==> src/rtl/cpu_mem_pkg.sv <==
// Shared definitions for the data-side memory path: word width, the default
// I/O window selector and the load/store unit state encoding.
package cpu_mem_pkg;

    localparam int WORD_W = 16;
    localparam logic [7:0] IO_BASE_HI_DEFAULT = 8'hFF;

    typedef enum logic [1:0] {
        IDLE    = 2'd0,
        ACCESS  = 2'd1,
        WAIT    = 2'd2,
        RESPOND = 2'd3
    } lsu_state_t;

endpackage

==> src/rtl/load_store_unit_if.sv <==
// Request/response handshake plus the data-memory and I/O port signals of the
// load/store unit. The slave modport is the unit's view; master is its environment.
interface load_store_unit_if;
    import cpu_mem_pkg::*;

    logic              req_valid;
    logic              req_ready;
    logic              req_write;
    logic [WORD_W-1:0] req_address;
    logic [WORD_W-1:0] req_write_data;

    logic              resp_valid;
    logic              resp_ready;
    logic [WORD_W-1:0] resp_read_data;
    logic              resp_was_write;

    logic [WORD_W-1:0] mem_address;
    logic [WORD_W-1:0] mem_write_data;
    logic              mem_write_enable;
    logic [WORD_W-1:0] mem_read_data;

    logic [7:0]        io_address;
    logic [WORD_W-1:0] io_write_data;
    logic              io_write_enable;
    logic              io_read_enable;
    logic [WORD_W-1:0] io_read_data;

    modport slave (
        input  req_valid, req_write, req_address, req_write_data,
        input  resp_ready, mem_read_data, io_read_data,
        output req_ready, resp_valid, resp_read_data, resp_was_write,
        output mem_address, mem_write_data, mem_write_enable,
        output io_address, io_write_data, io_write_enable, io_read_enable
    );

    modport master (
        output req_valid, req_write, req_address, req_write_data,
        output resp_ready, mem_read_data, io_read_data,
        input  req_ready, resp_valid, resp_read_data, resp_was_write,
        input  mem_address, mem_write_data, mem_write_enable,
        input  io_address, io_write_data, io_write_enable, io_read_enable
    );

endinterface

==> src/rtl/mem_io_decode.sv <==
// Combinational address-to-target decode: any address whose upper byte equals
// IO_BASE_HI falls in the I/O window. Shared with the instruction-fetch side.
module mem_io_decode
    import cpu_mem_pkg::*;
#(
    parameter logic [7:0] IO_BASE_HI = IO_BASE_HI_DEFAULT
) (
    input  logic [WORD_W-1:0] address,
    output logic              is_io,
    output logic [7:0]        io_address
);

    assign is_io      = (address[15:8] == IO_BASE_HI);
    assign io_address = address[7:0];

endmodule

==> src/rtl/load_store_unit.sv <==
// Single-outstanding load/store front end: routes one access to data memory or the
// I/O window and holds a registered response, absorbing the one-cycle read latency.
module load_store_unit
    import cpu_mem_pkg::*;
#(
    parameter logic [7:0] IO_BASE_HI = IO_BASE_HI_DEFAULT
) (
    input logic              clock,
    input logic              reset_n,
    load_store_unit_if.slave bus
);

    lsu_state_t        state;
    lsu_state_t        state_next;
    logic              req_write_q;
    logic              req_is_io_q;
    logic [WORD_W-1:0] req_write_data_q;
    logic [WORD_W-1:0] resp_data_q;
    logic              resp_was_write_q;
    logic              dec_is_io;
    logic [7:0]        dec_io_address;

    mem_io_decode #(
        .IO_BASE_HI (IO_BASE_HI)
    ) u_decode (
        .address    (bus.req_address),
        .is_io      (dec_is_io),
        .io_address (dec_io_address)
    );

    assign bus.resp_read_data = resp_data_q;
    assign bus.resp_was_write = resp_was_write_q;

    always_comb begin
        state_next           = state;
        bus.req_ready        = 1'b0;
        bus.resp_valid       = 1'b0;
        bus.mem_write_enable = 1'b0;
        bus.io_write_enable  = 1'b0;
        bus.io_read_enable   = 1'b0;
        case (state)
            IDLE: begin
                bus.req_ready = 1'b1;
                if (bus.req_valid) state_next = ACCESS;
            end
            ACCESS: begin
                bus.mem_write_enable = req_write_q & ~req_is_io_q;
                bus.io_write_enable  = req_write_q & req_is_io_q;
                bus.io_read_enable   = ~req_write_q & req_is_io_q;
                state_next           = req_write_q ? RESPOND : WAIT;
            end
            WAIT: state_next = RESPOND;
            RESPOND: begin
                bus.resp_valid = 1'b1;
                if (bus.resp_ready) state_next = IDLE;
            end
            default: state_next = IDLE;
        endcase
    end

    // Address/data registers double as the port drivers, so they hold between accesses.
    always_ff @(posedge clock or negedge reset_n) begin
        if (!reset_n) begin
            state              <= IDLE;
            req_write_q        <= 1'b0;
            req_is_io_q        <= 1'b0;
            req_write_data_q   <= '0;
            resp_data_q        <= '0;
            resp_was_write_q   <= 1'b0;
            bus.mem_address    <= '0;
            bus.mem_write_data <= '0;
            bus.io_address     <= '0;
            bus.io_write_data  <= '0;
        end else begin
            state <= state_next;
            case (state)
                IDLE: begin
                    if (bus.req_valid) begin
                        req_write_q      <= bus.req_write;
                        req_is_io_q      <= dec_is_io;
                        req_write_data_q <= bus.req_write_data;
                        if (dec_is_io) begin
                            bus.io_address    <= dec_io_address;
                            bus.io_write_data <= bus.req_write_data;
                        end else begin
                            bus.mem_address    <= bus.req_address;
                            bus.mem_write_data <= bus.req_write_data;
                        end
                    end
                end
                ACCESS: begin
                    if (req_write_q) begin
                        resp_data_q      <= req_write_data_q;
                        resp_was_write_q <= 1'b1;
                    end
                end
                WAIT: begin
                    resp_data_q      <= req_is_io_q ? bus.io_read_data : bus.mem_read_data;
                    resp_was_write_q <= 1'b0;
                end
                default: ;
            endcase
        end
    end

endmodule

==> src/flat_wrapper.sv <==
// flat-port wrapper written by rule: the top's interface ports become plain ports
module load_store_unit_flat import cpu_mem_pkg::*;
#(
    parameter logic [7:0] IO_BASE_HI = IO_BASE_HI_DEFAULT
)
  (clock, reset_n, bus_req_valid, bus_req_write, bus_req_address, bus_req_write_data, bus_resp_ready, bus_mem_read_data, bus_io_read_data, bus_req_ready, bus_resp_valid, bus_resp_read_data, bus_resp_was_write, bus_mem_address, bus_mem_write_data, bus_mem_write_enable, bus_io_address, bus_io_write_data, bus_io_write_enable, bus_io_read_enable);
  load_store_unit_if bus_i ();
  input logic clock;
  input logic reset_n;
  input wire logic [$bits(bus_i.req_valid)-1:0] bus_req_valid;
  input wire logic [$bits(bus_i.req_write)-1:0] bus_req_write;
  input wire logic [$bits(bus_i.req_address)-1:0] bus_req_address;
  input wire logic [$bits(bus_i.req_write_data)-1:0] bus_req_write_data;
  input wire logic [$bits(bus_i.resp_ready)-1:0] bus_resp_ready;
  input wire logic [$bits(bus_i.mem_read_data)-1:0] bus_mem_read_data;
  input wire logic [$bits(bus_i.io_read_data)-1:0] bus_io_read_data;
  output wire logic [$bits(bus_i.req_ready)-1:0] bus_req_ready;
  output wire logic [$bits(bus_i.resp_valid)-1:0] bus_resp_valid;
  output wire logic [$bits(bus_i.resp_read_data)-1:0] bus_resp_read_data;
  output wire logic [$bits(bus_i.resp_was_write)-1:0] bus_resp_was_write;
  output wire logic [$bits(bus_i.mem_address)-1:0] bus_mem_address;
  output wire logic [$bits(bus_i.mem_write_data)-1:0] bus_mem_write_data;
  output wire logic [$bits(bus_i.mem_write_enable)-1:0] bus_mem_write_enable;
  output wire logic [$bits(bus_i.io_address)-1:0] bus_io_address;
  output wire logic [$bits(bus_i.io_write_data)-1:0] bus_io_write_data;
  output wire logic [$bits(bus_i.io_write_enable)-1:0] bus_io_write_enable;
  output wire logic [$bits(bus_i.io_read_enable)-1:0] bus_io_read_enable;
  assign bus_i.req_valid = bus_req_valid;
  assign bus_i.req_write = bus_req_write;
  assign bus_i.req_address = bus_req_address;
  assign bus_i.req_write_data = bus_req_write_data;
  assign bus_i.resp_ready = bus_resp_ready;
  assign bus_i.mem_read_data = bus_mem_read_data;
  assign bus_i.io_read_data = bus_io_read_data;
  assign bus_req_ready = bus_i.req_ready;
  assign bus_resp_valid = bus_i.resp_valid;
  assign bus_resp_read_data = bus_i.resp_read_data;
  assign bus_resp_was_write = bus_i.resp_was_write;
  assign bus_mem_address = bus_i.mem_address;
  assign bus_mem_write_data = bus_i.mem_write_data;
  assign bus_mem_write_enable = bus_i.mem_write_enable;
  assign bus_io_address = bus_i.io_address;
  assign bus_io_write_data = bus_i.io_write_data;
  assign bus_io_write_enable = bus_i.io_write_enable;
  assign bus_io_read_enable = bus_i.io_read_enable;
  load_store_unit #(.IO_BASE_HI(IO_BASE_HI)) u_core (.clock(clock), .reset_n(reset_n), .bus(bus_i));
endmodule
==> config.mk <==
export PLATFORM = sky130hd
export DESIGN_NAME = load_store_unit_flat
export DESIGN_NICKNAME = d
export VERILOG_FILES = /design/src/rtl/cpu_mem_pkg.sv /design/src/rtl/load_store_unit_if.sv /design/src/rtl/mem_io_decode.sv /design/src/rtl/load_store_unit.sv /design/src/flat_wrapper.sv
export SDC_FILE = /design/constraint.sdc
export NUM_CORES = 1
export LEC_CHECK = 0
export ABC_AREA = 1
export BUFFER_PORTS_ARGS = -buffer_cell sky130_fd_sc_hd__buf_2
export CAP_MARGIN = 40
export CORE_ASPECT_RATIO = 0.6
export CORE_MARGIN = 5
export CORE_UTILIZATION = 54
export DETAILED_ROUTE_END_ITERATION = 8
export PLACE_DENSITY = 0.87
export SLEW_MARGIN = 20
export SYNTH_ARGS = -nofsm -noshare
export SYNTH_HDL_FRONTEND = slang
export SYNTH_SLANG_ARGS = --single-unit
==> constraint.sdc <==
create_clock -name clock -period 3.1 [get_ports clock]
set_input_delay 0.31 -clock clock [delete_from_list [all_inputs] [get_ports clock]]
set_output_delay 0.31 -clock clock [all_outputs]
set_load 0.01 [all_outputs]
# ---- Word-level counts from Yosys, hierarchy flattened
# Index checks and enable logic that the tools add are counted.
dict set report totals {
  register_bits 93
  inputBits 69
  out_inout_bits 78
  elab_cells 44
}
dict set report classes {
  eq_ne 7
  mux 14
  bitwise_logic 6
  n_reduce_logical 7
}
# cell n
set op_table {}
lappend op_table {{$mux W16} 2}
lappend op_table {{$pmux W16 S2} 1}
lappend op_table {{$eq A8 B8 Y1 const B} 1}
lappend op_table {{$pmux W2 S4} 1}
lappend op_table {{$mux W1} 7}
lappend op_table {{$reduce_and A2 Y1} 3}
lappend op_table {{$reduce_and A3 Y1} 2}
lappend op_table {{$eq A2 B2 Y1 const B} 2}
lappend op_table {{$mux W2} 2}
lappend op_table {{$ne A2 B2 Y1 const B} 2}
lappend op_table {{$and A1 B1 Y1} 3}
lappend op_table {{$not A1 Y1} 3}
lappend op_table {{$eq A2 B1 Y1 const B} 1}
lappend op_table {{$logic_not A2 Y1} 1}
lappend op_table {{$ne A2 B1 Y1 const B} 1}
lappend op_table {{$pmux W1 S2} 1}
lappend op_table {{$reduce_bool A2 Y1} 1}

# ---- Depth between registers and ports, before layout
# Gate-level depths: netlist of run 1.
dict set report logic_depth {
  depth_word 3
  mapped_depth 8
  depth_no_buf 8
}

# ---- By module
# A second synthesis of run 1 with hierarchy kept.
dict set report unflattened {
  hier_cells 474
  area_unflattened_um2 4047.6
}
# module instances cells_per_inst area_each_um2 seq_area_each_um2
set modules_own_cells {}
lappend modules_own_cells {load_store_unit 1 455 3946.3 2327.2}
lappend modules_own_cells {mem_io_decode 1 19 101.3 0.0}

# ---- Worst setup path after synthesis of run 1
# No wires, ideal clock.
dict set report synth_timing {
  kind {register -> output}
  from {register u_core.state[1]}
  to {output port bus_io_write_enable}
  arrival_time_ns 1.282
  required_time_ns 2.790
  slack_ns 1.508
  stages_incl_launch_ff 7
  n_path_buf 2
  path_cell_list {dfrtp_1 inv_1 ha_1 nand2_1 buf_2 buf_2 nor2_1}
}
dict set report synth_between {
  elab_chain_len 2
}
# element line_no
set synth_lines {}
lappend synth_lines {{from (decl)} load_store_unit.sv:13} ;# lsu_state_t state;
lappend synth_lines {{from (signal assigned)} load_store_unit.sv:75} ;# state <= state_next;
lappend synth_lines {{$eq A2 B1 Y1} load_store_unit.sv:41} ;# case (state)
lappend synth_lines {{$mux W1} load_store_unit.sv:41}
lappend synth_lines {{to (decl)} flat_wrapper.sv:26} ;# output wire logic [$bits(bus_i.io_write_enable)-1:0] bus_io_write_enable;
# No other way between the ends.

# ---- Final worst setup path of run 1
dict set report layout_timing {
  from {register u_core.req_is_io_q}
  to {output port bus_io_read_enable}
}
dict set report layout_between {
  elab_chain_len 2
}
# element line_no
set layout_lines {}
lappend layout_lines {{from (decl)} load_store_unit.sv:16} ;# logic req_is_io_q;
lappend layout_lines {{from (signal assigned)} load_store_unit.sv:80} ;# req_is_io_q <= dec_is_io;
lappend layout_lines {{$and A1 B1 Y1} load_store_unit.sv:49} ;# bus.io_read_enable = ~req_write_q & req_is_io_q;
lappend layout_lines {{$mux W1} load_store_unit.sv:41}
lappend layout_lines {{to (decl)} flat_wrapper.sv:27} ;# output wire logic [$bits(bus_i.io_read_enable)-1:0] bus_io_read_enable;
# No other way between the ends.

==> results.py, run 1 <==
metrics = {
    "synthesis": {
        "ys_ff_latch": 93,
        "seq_area_frac_synth": 0.554,
        "synth_area_leaders": "dfrtp_1 55%, nand2_1 21%, nand3_1 9.1%, nand4_1 3.6%, buf_2 1.9%",
        "yosysWarningCount": 0,
        "syn_inst": 497,
        "syn-num-nets": 570,
        "synth_top_area_share": 0.554,
        "synth_cell_types": 23,
        "yosysTopAreaCell": "dfrtp_1",
        "syn_area_per_cell_um2": 8.45,
        "syn_area_um2": 4200,
    },
    "floorplanning": {
        "die-area_um2": 9700,
        "core_area_um2": 7420,
        "fp.dieH_um": 78.3,
        "die_w_um": 124,
        "ios": 147,
        "start_util": 0.566,
        "num_rows": 24,
    },
    "worst_setup_path": {
        "worstSetupPathType": "reg -> out",
        "cp-start-kind": "flop",
        "r2r-start": "u_core.state[0]",
        "rr_worst_depth": 7,
        "cp.required_ns": 2.79,
        "startpoint": "u_core.req_is_io_q",
        "crit_fanout": 19,
        "r2r_setup_slack_ns": 0.92,
        "worstPathArrival_ns": 1.87,
        "crit_end": "bus_io_read_enable",
        "cp-end-kind": "primary output",
        "r2r_end": "u_core.bus.io_write_data[15]",
    },
    "finish": {
        "post-route-util": 0.702,
        "n_fill_cell": 586,
        "mostFrequentLayoutCell": "nand2_1",
        "syn_to_final_growth_pct": 24.0,
        "final_cell_mix": "231 x nand2_1, 145 x buf_2, 93 x dfrtp_1, 76 x nand3_1, 24 x nand4_1",
        "antennaDiodeCount": 0,
        "layout.nets": 702,
        "drive_gt1_frac": 0.276,
    },
    "min_path": {
        "hold_path_class": "in -> reg",
        "min_path_cells": 3,
    },
    "clock_network": {
        "numCtsBuffers": 9,
        "cts.htree.levels": 3,
        "cts_tree": "built",
        "cts_sinks": 93,
        "clockRootBuffer": "clkbuf_16",
        "max-clock-path-buffers": 2,
        "path_clk_slew_ns": 0.06,
        "clock_latency_ns": 0.33,
    },
    "power_and_ir_drop": {
        "cellLeakagePower_nw": 3.05,
        "totalPowerFinal_mw": 4.61,
        "ir_drop_mv": 0.556,
        "powerDensity_nw_per_um2": 885,
    },
    "global_route": {
        "grt_pass1_wl_um": 18900,
        "grt_max_degree": 59,
        "grt_use_total": 0.247,
        "antenna_found_initial": 1,
        "grt_pass1_vias": 3939,
        "grt_remaining_overflow": 0,
    },
    "routing": {
        "viasPerCell": 5.41,
        "drtAntennaViolNets": 0,
        "routedWlPerCell_um": 15.6,
        "routed_wl_um": 11500,
        "firstDrtPassIters": 5,
        "drtIter0Drc": 370,
        "vias": 3996,
        "drc_errors": 0,
    },
    "timing": {
        "finalSetupTns_ns": 0,
        "fin_skew_ns": 0.00372,
        "max_freq_mhz": 459,
        "timing.final.max_slew_violations": 0,
        "worst_hold_slack_ns": 0.206,
        "min_period_ns": 2.18,
        "setup_viol": 0,
        "finalHoldViolations": 0,
        "rsz0062_at_grt": "no",
        "setup_slack_ns": 0.920,
        "fin_crit_sh": 0.703,
        "slew_headroom": 0.558,
        "worstMarginPinSlew_ns": 0.663,
    },
    "flow_run": {
        "maxCapViolations": 0,
    },
    "outcome": {
        "status": "finished clean",
    },
    "placement": {
        "dpl_worst_slack_ns": 0.973,
        "port_buffers": 146,
        "place_hpwl_um": 8380,
        "place.gp.congestion": 0.901,
    },
}
## sequential cells by signal (all words and copies together), names as in the netlist
signal	flops
u_core.bus.io_write_data	16
u_core.bus.mem_address	16
u_core.bus.mem_write_data	16
u_core.bus.resp_read_data	16
u_core.req_write_data_q	16
u_core.bus.io_address	8
u_core.state	2
u_core.bus.resp_was_write	1
u_core.req_is_io_q	1
u_core.req_write_q	1
## routing by layer
| metal | vias up | track usage | wire (µm) |
|---|---|---|---|
| li1 | 1871 | - | - |
| met4 | 2 | 0.0961 | 189 |
| met1 | 1942 | 0.337 | 5070 |
| met5 | - | 0 | 11 |
| met3 | 23 | 0.0819 | 995 |
| met2 | 158 | 0.368 | 5260 |
## worst max-delay path, cell delays in order (launching register included)
cell	delay, ns
dfrtp_1	0.74
inv_2	0.31
nor3_1	0.30
buf_2	0.18
## cells in the mapped netlist
master,n
nand2_2,4
clkbuf_1,2
buf_1,1
buf_2,16
nand2_1,231
inv_4,1
a21oi_1,2
nand3_4,1
ha_1,4
nand2_4,2
o21ai_0,4
o21ai_1,1
nand4_1,24
inv_2,2
buf_6,4
nor2_1,13
nor3_1,1
buf_4,7
a21oi_2,1
inv_1,5
nand3_1,76
dfrtp_1,93
nor2_8,2
## worst min-delay path by stage
stage	startpoint	to	slack (ns)
6_report	bus_req_write	u_core.req_write_q	0.21
5_1_grt	bus_req_write	u_core.req_write_q	0.19
4_1_cts	bus_req_write	u_core.req_write_q	0.20
3_5_place_dp	reset_n	u_core.bus.resp_read_data[6]	0.24
3_3_place_gp	u_core.bus.mem_address[3]	u_core.bus.mem_address[3]	0.45
2_1_floorplan	reset_n	u_core.bus.io_address[0]	0.01
## what timing repair did
item | 4_1_cts | 5_1_grt
hold endpoints to repair | 24 | 0
buffers inserted | 0 | 0
resized for setup | 0 | 0
hold buffers | 1 | 0
## kinds of logic after synthesis
logic type / after synthesis / synth area share
flops: 93 / 0.554
compound gates: 8 / 0.0104
fa+ha+maj: 4 / 0.0119
simple gates: 354 / 0.371
buf+inv: 38 / 0.0527
## where the power goes
group | internal (mW) | leakage (nW) | total, mW | switching (mW)
registers | 1.65 | 1.19 | 1.90 | 0.252
logic | 0.621 | 1.73 | 1.69 | 1.07
clock network | 0.587 | 0.134 | 1.01 | 0.422
## area by class of cell
cell class	count	area [µm²]	share of cell area
multi-input cells	366	1650	0.317
clock inverters	1	5.00	0.000961
inverters	8	32.5	0.00625
well taps	104	130	0.0250
clock buffers	15	268	0.0514
flip-flops and latches	93	2330	0.447
repair buffers	151	793	0.152
## per-stage QoR
| stage | area, µm² | std cells |
|---|---|---|
| final | 5210 | 738 |
| after detailed placement | 4920 | 721 |
| after floorplan | 4200 | 497 |
| after global routing | 5210 | 738 |
| after global placement | 4900 | 720 |
| after CTS | 5210 | 738 |
(Power assumes the default switching activity.)
==> run 2, diff against run 1 <==
--- a/config.mk
+++ b/config.mk
@@ -10,9 +10,9 @@
 export CAP_MARGIN = 40
 export CORE_ASPECT_RATIO = 0.6
 export CORE_MARGIN = 5
-export CORE_UTILIZATION = 54
+export CORE_UTILIZATION = 45
 export DETAILED_ROUTE_END_ITERATION = 8
-export PLACE_DENSITY = 0.87
+export PLACE_DENSITY = 0.78
 export SLEW_MARGIN = 20
 export SYNTH_ARGS = -nofsm -noshare
 export SYNTH_HDL_FRONTEND = slang
==> constraint.sdc (replaced) <==
create_clock -name clock -period 2 [get_ports clock]
set_input_delay 0.2 -clock clock [delete_from_list [all_inputs] [get_ports clock]]
set_output_delay 0.2 -clock clock [all_outputs]
set_load 0.01 [all_outputs]
==> results.py, run 2 (synthesis results as in run 1) <==
metrics = {
    "timing": {
        "setup_viol": 0,
        "rsz0062_at_grt": "no",
        "fin_skew_ns": 0.00489,
        "worst_hold_slack_ns": 0.0803,
        "finalHoldViolations": 0,
        "max_freq_mhz": 538,
        "timing.final.max_slew_violations": 0,
        "finalSetupTns_ns": 0,
        "fin_crit_sh": 0.930,
        "slew_headroom": 0.716,
        "worstMarginPinSlew_ns": 0.426,
        "min_period_ns": 1.86,
    },
    "floorplanning": {
        "core_area_um2": 9120,
        "start_util": 0.460,
        "die_w_um": 135,
        "ios": 147,
        "num_rows": 27,
        "fp.dieH_um": 84.8,
        "die-area_um2": 11400,
    },
    "clock_network": {
        "cts_tree": "built",
        "clockRootBuffer": "clkbuf_16",
        "clock_latency_ns": 0.34,
        "numCtsBuffers": 9,
        "cts.htree.levels": 3,
        "cts_sinks": 93,
        "path_clk_slew_ns": 0.06,
        "max-clock-path-buffers": 2,
        "post_cts_buffers": 0,
    },
    "power_and_ir_drop": {
        "powerDensity_nw_per_um2": 1390,
        "cellLeakagePower_nw": 3.09,
        "ir_drop_mv": 0.872,
    },
    "routing": {
        "viasPerCell": 5.16,
        "routedWlPerCell_um": 15.8,
        "drc_errors": 0,
        "drtIter0Drc": 278,
        "drtAntennaViolNets": 0,
        "vias": 3904,
        "routed_wl_um": 11900,
        "firstDrtPassIters": 5,
    },
    "placement": {
        "place.gp.congestion": 0.821,
        "place_hpwl_um": 8800,
        "port_buffers": 146,
    },
    "finish": {
        "antennaDiodeCount": 0,
        "drive_gt1_frac": 0.286,
        "syn_to_final_growth_pct": 26.3,
        "post-route-util": 0.581,
        "layout.nets": 709,
        "n_fill_cell": 821,
        "mostFrequentLayoutCell": "nand2_1",
        "final_cell_mix": "231 x nand2_1, 145 x buf_2, 93 x dfrtp_1, 76 x nand3_1, 24 x nand4_1",
    },
    "flow_run": {
        "maxCapViolations": 0,
    },
    "worst_setup_path": {
        "cp-start-kind": "flop",
        "max_stage_delay_ns": 0.41,
        "cp.required_ns": 1.80,
        "crit_fanout": 19,
        "worstPathArrival_ns": 1.66,
        "cp_cell_sequence": "inv_1, ha_2, nand2_1, buf_4, nor2_1, buf_2",
        "cp-end-kind": "primary output",
        "worstSetupPathType": "reg -> out",
        "crit_slowest_cell": "dfrtp_1",
    },
    "global_route": {
        "grt_max_degree": 44,
        "grt_remaining_overflow": 0,
        "grt_use_total": 0.211,
        "grt_pass1_vias": 3932,
        "grt_pass1_wl_um": 19400,
        "antenna_found_initial": 0,
    },
    "outcome": {
        "status": "finished clean",
    },
    "min_path": {
        "hold_path_class": "in -> reg",
    },
}
## run 2: cell types whose count changed in the layout (fill, tap and decap cells not counted), sizes merged
cell,change
buf,+7
bufinv,+1
clkbuf,-1
clkinv,-1
## run 2: final cells by class
type                       instances  area, µm²  area share
clock buffer                      14        264      0.0498
clock inverter                     1       30.0     0.00566
inverter                           8       32.5     0.00613
multi-input combinational        366       1650       0.312
sequential                        93       2330       0.439
tap                              116        145      0.0274
timing repair buffer             158        851       0.160
## run 2: final timing paths
path                                            from                       endpoint  slack, ns  depth (start not counted)
max                                  u_core.state[1]            bus_io_write_enable       0.14                          6
min                                    bus_req_write             u_core.req_write_q       0.08                          3
max reg2reg                          u_core.state[0]    u_core.bus.io_write_data[9]       0.26                          7
min reg2reg                u_core.bus.mem_address[6]      u_core.bus.mem_address[6]       0.46                          2
max in group asynchronous                    reset_n  u_core.bus.resp_read_data[14]       1.01                          3
min in group asynchronous                    reset_n   u_core.bus.resp_read_data[6]       0.28                          2
## run 2: layer usage
layer | global-route usage | share of wire | up-vias
li1 | - | - | 1882
met2 | 0.329 | 0.46 | 169
met4 | 0.0499 | 0.011 | 0
met3 | 0.0723 | 0.092 | 15
met5 | 0 | 0 | -
met1 | 0.287 | 0.44 | 1838
## run 2: stage by stage
stage               total power, mW  cell area (µm²)  setup slack [ns]  instances
floorplan                      4.65             4200             0.510        497
global placement               5.55             5000             0.405        740
detailed placement             5.69             5000             0.309        740
CTS                            7.42             5300            0.0948        756
global route                   7.90             5300           0.00986        756
finish                         7.36             5300             0.140        756
## run 2: where the power goes
group          internal [mW]  total (mW)  switching (mW)
sequential              2.56        2.94           0.382
clock                   1.03        1.72           0.686
combinational           1.02        2.70            1.67
## run 2: repair_timing
item,CTS,global route
hold endpoints to repair,16,0
setup endpoints to repair,0,2
gates resized for setup,0,1
hold buffers,1,0
## run 2: critical path, delay by kind of cell, from the launching register on
| family | cells | cell delay [ns] |
|---|---|---|
| AND/OR/NAND/NOR | 2 | 0.21 |
| adder cells (fa/ha/maj) | 1 | 0.23 |
| flip-flops | 1 | 0.41 |
| buffers and inverters | 3 | 0.48 |
==> run 3, diff against run 2 <==
--- a/config.mk
+++ b/config.mk
@@ -10,9 +10,9 @@
 export CAP_MARGIN = 40
 export CORE_ASPECT_RATIO = 0.6
 export CORE_MARGIN = 5
-export CORE_UTILIZATION = 45
+export CORE_UTILIZATION = 54
 export DETAILED_ROUTE_END_ITERATION = 8
-export PLACE_DENSITY = 0.78
+export PLACE_DENSITY = 0.87
 export SLEW_MARGIN = 20
 export SYNTH_ARGS = -nofsm -noshare
 export SYNTH_HDL_FRONTEND = slang
==> constraint.sdc (replaced) <==
create_clock -name clock -period 2.3 [get_ports clock]
set_input_delay 0.23 -clock clock [delete_from_list [all_inputs] [get_ports clock]]
set_output_delay 0.23 -clock clock [all_outputs]
set_load 0.01 [all_outputs]
==> results.py, run 3 (synthesis results as in run 1) <==
metrics = {
    "placement": {
        "port_buffers": 146,
        "place_hpwl_um": 8270,
        "place.gp.congestion": 0.887,
        "placed_cell_area_um2": 4940,
    },
    "clock_network": {
        "numCtsBuffers": 9,
        "post_cts_buffers": 0,
        "cts.htree.levels": 3,
        "ctsHoldBuffers": 1,
        "cts_tree": "built",
        "path_clk_slew_ns": 0.06,
        "clock_latency_ns": 0.34,
        "max-clock-path-buffers": 2,
        "cts_resized": 0,
        "clockRootBuffer": "clkbuf_16",
        "cts_sinks": 93,
    },
    "global_route": {
        "grt_max_degree": 94,
        "grt_remaining_overflow": 0,
        "grt_pass1_vias": 3947,
        "grt_pass1_wl_um": 19500,
        "antenna_found_initial": 1,
        "grt_use_total": 0.256,
    },
    "floorplanning": {
        "core_area_um2": 7420,
        "ios": 147,
        "num_rows": 24,
        "die_w_um": 124,
        "die-area_um2": 9700,
        "fp.dieH_um": 78.3,
        "start_util": 0.566,
    },
    "finish": {
        "syn_to_final_growth_pct": 27.7,
        "multi_input_area_um2": 1650,
        "drive_gt1_frac": 0.285,
        "antennaDiodeCount": 0,
        "final_cell_mix": "231 x nand2_1, 145 x buf_2, 93 x dfrtp_1, 76 x nand3_1, 24 x nand4_1",
        "n_fill_cell": 534,
        "mostFrequentLayoutCell": "nand2_1",
        "final_area_um2": 5360,
        "regArea_um2": 2330,
        "layout.nets": 704,
    },
    "routing": {
        "drtAntennaViolNets": 0,
        "routed_wl_um": 12000,
        "vias": 4018,
        "drtIter0Drc": 444,
        "viasPerCell": 5.43,
        "drc_errors": 0,
        "routedWlPerCell_um": 16.3,
        "firstDrtPassIters": 5,
    },
    "timing": {
        "timing.final.max_slew_violations": 0,
        "setup_viol": 0,
        "min_period_ns": 2.12,
        "worstMarginPinSlew_ns": 0.663,
        "max_freq_mhz": 471,
        "fin_crit_sh": 0.924,
        "slew_headroom": 0.558,
        "fin_skew_ns": 0.00437,
        "rsz0062_at_grt": "no",
        "finalSetupTns_ns": 0,
        "finalHoldViolations": 0,
    },
    "worst_setup_path": {
        "crit_fanout": 37,
        "worstSetupPathType": "reg -> reg",
        "crit_end": "u_core.bus.mem_address[3]",
        "startpoint": "u_core.state[1]",
        "r2r-start": "u_core.state[1]",
        "cp-start-kind": "flop",
        "r2r_end": "u_core.bus.mem_address[3]",
        "rr_worst_depth": 7,
        "r2r_setup_slack_ns": 0.18,
        "cp.required_ns": 2.52,
        "worstPathArrival_ns": 2.34,
        "cp-end-kind": "flop",
    },
    "min_path": {
        "hold_path_class": "in -> reg",
    },
    "power_and_ir_drop": {
        "powerDensity_nw_per_um2": 1290,
        "cellLeakagePower_nw": 3.13,
        "ir_drop_mv": 0.586,
    },
    "outcome": {
        "status": "finished clean",
    },
    "flow_run": {
        "maxCapViolations": 0,
    },
}
-- run 3: layout make-up --
type | instances | area share
Clock buffer | 9 | 0.0420
Sequential cell | 93 | 0.434
Clock inverter | 7 | 0.0345
Tap cell | 104 | 0.0243
Timing Repair Buffer | 153 | 0.152
Multi-Input combinational cell | 366 | 0.308
Inverter | 8 | 0.00606
-- run 3: worst min path at each step --
stage / from / end / slack [ns] / depth (start not counted)
6_report: bus_req_write / u_core.req_write_q / 0.1 / 3
5_1_grt: bus_req_write / u_core.req_write_q / 0.10 / 3
3_3_place_gp: reset_n / u_core.bus.mem_write_data[7] / 0.31 / 2
3_5_place_dp: reset_n / u_core.bus.io_write_data[6] / 0.32 / 2
4_1_cts: bus_req_write / u_core.req_write_q / 0.09 / 3
2_1_floorplan: reset_n / u_core.bus.io_address[0] / -0.07 / 0
-- run 3: per-layer routing --
layer / global-route usage / share of wire / vias up
met4: 0.0663 / 0.019 / 2
met1: 0.356 / 0.43 / 1910
met3: 0.0790 / 0.093 / 30
li1: - / - / 1874
met2: 0.392 / 0.46 / 202
met5: 0 / 0.00091 / -
-- run 3: metrics by stage --
step / hold slack (ns) / utilization / power, mW / cells / setup WS (ns)
final: 0.0971 / 0.723 / 6.92 / 740 / 0.176
after floorplan: -0.0656 / - / 4.04 / 497 / 0.788
after global placement: 0.311 / 0.666 / 4.77 / 723 / 0.368
after global routing: 0.101 / 0.723 / 7.37 / 740 / 0.00723
after detailed placement: 0.315 / 0.666 / 4.88 / 723 / 0.249
after CTS: 0.0886 / 0.723 / 6.94 / 740 / 0.176
-- run 3: critical path, stage by stage (launching register included) --
cell,delay (ns)
dfrtp_1,0.42
inv_1,0.12
ha_1,0.23
nand2_2,0.25
inv_4,0.41
nand2_4,0.30
nand2_1,0.17
nand2_1,0.09
-- run 3: where the power goes --
| group | total [mW] | switching (mW) | internal (mW) |
|---|---|---|---|
| combinational | 2.33 | 1.48 | 0.850 |
| clock | 2.02 | 0.627 | 1.39 |
| sequential | 2.58 | 0.352 | 2.23 |
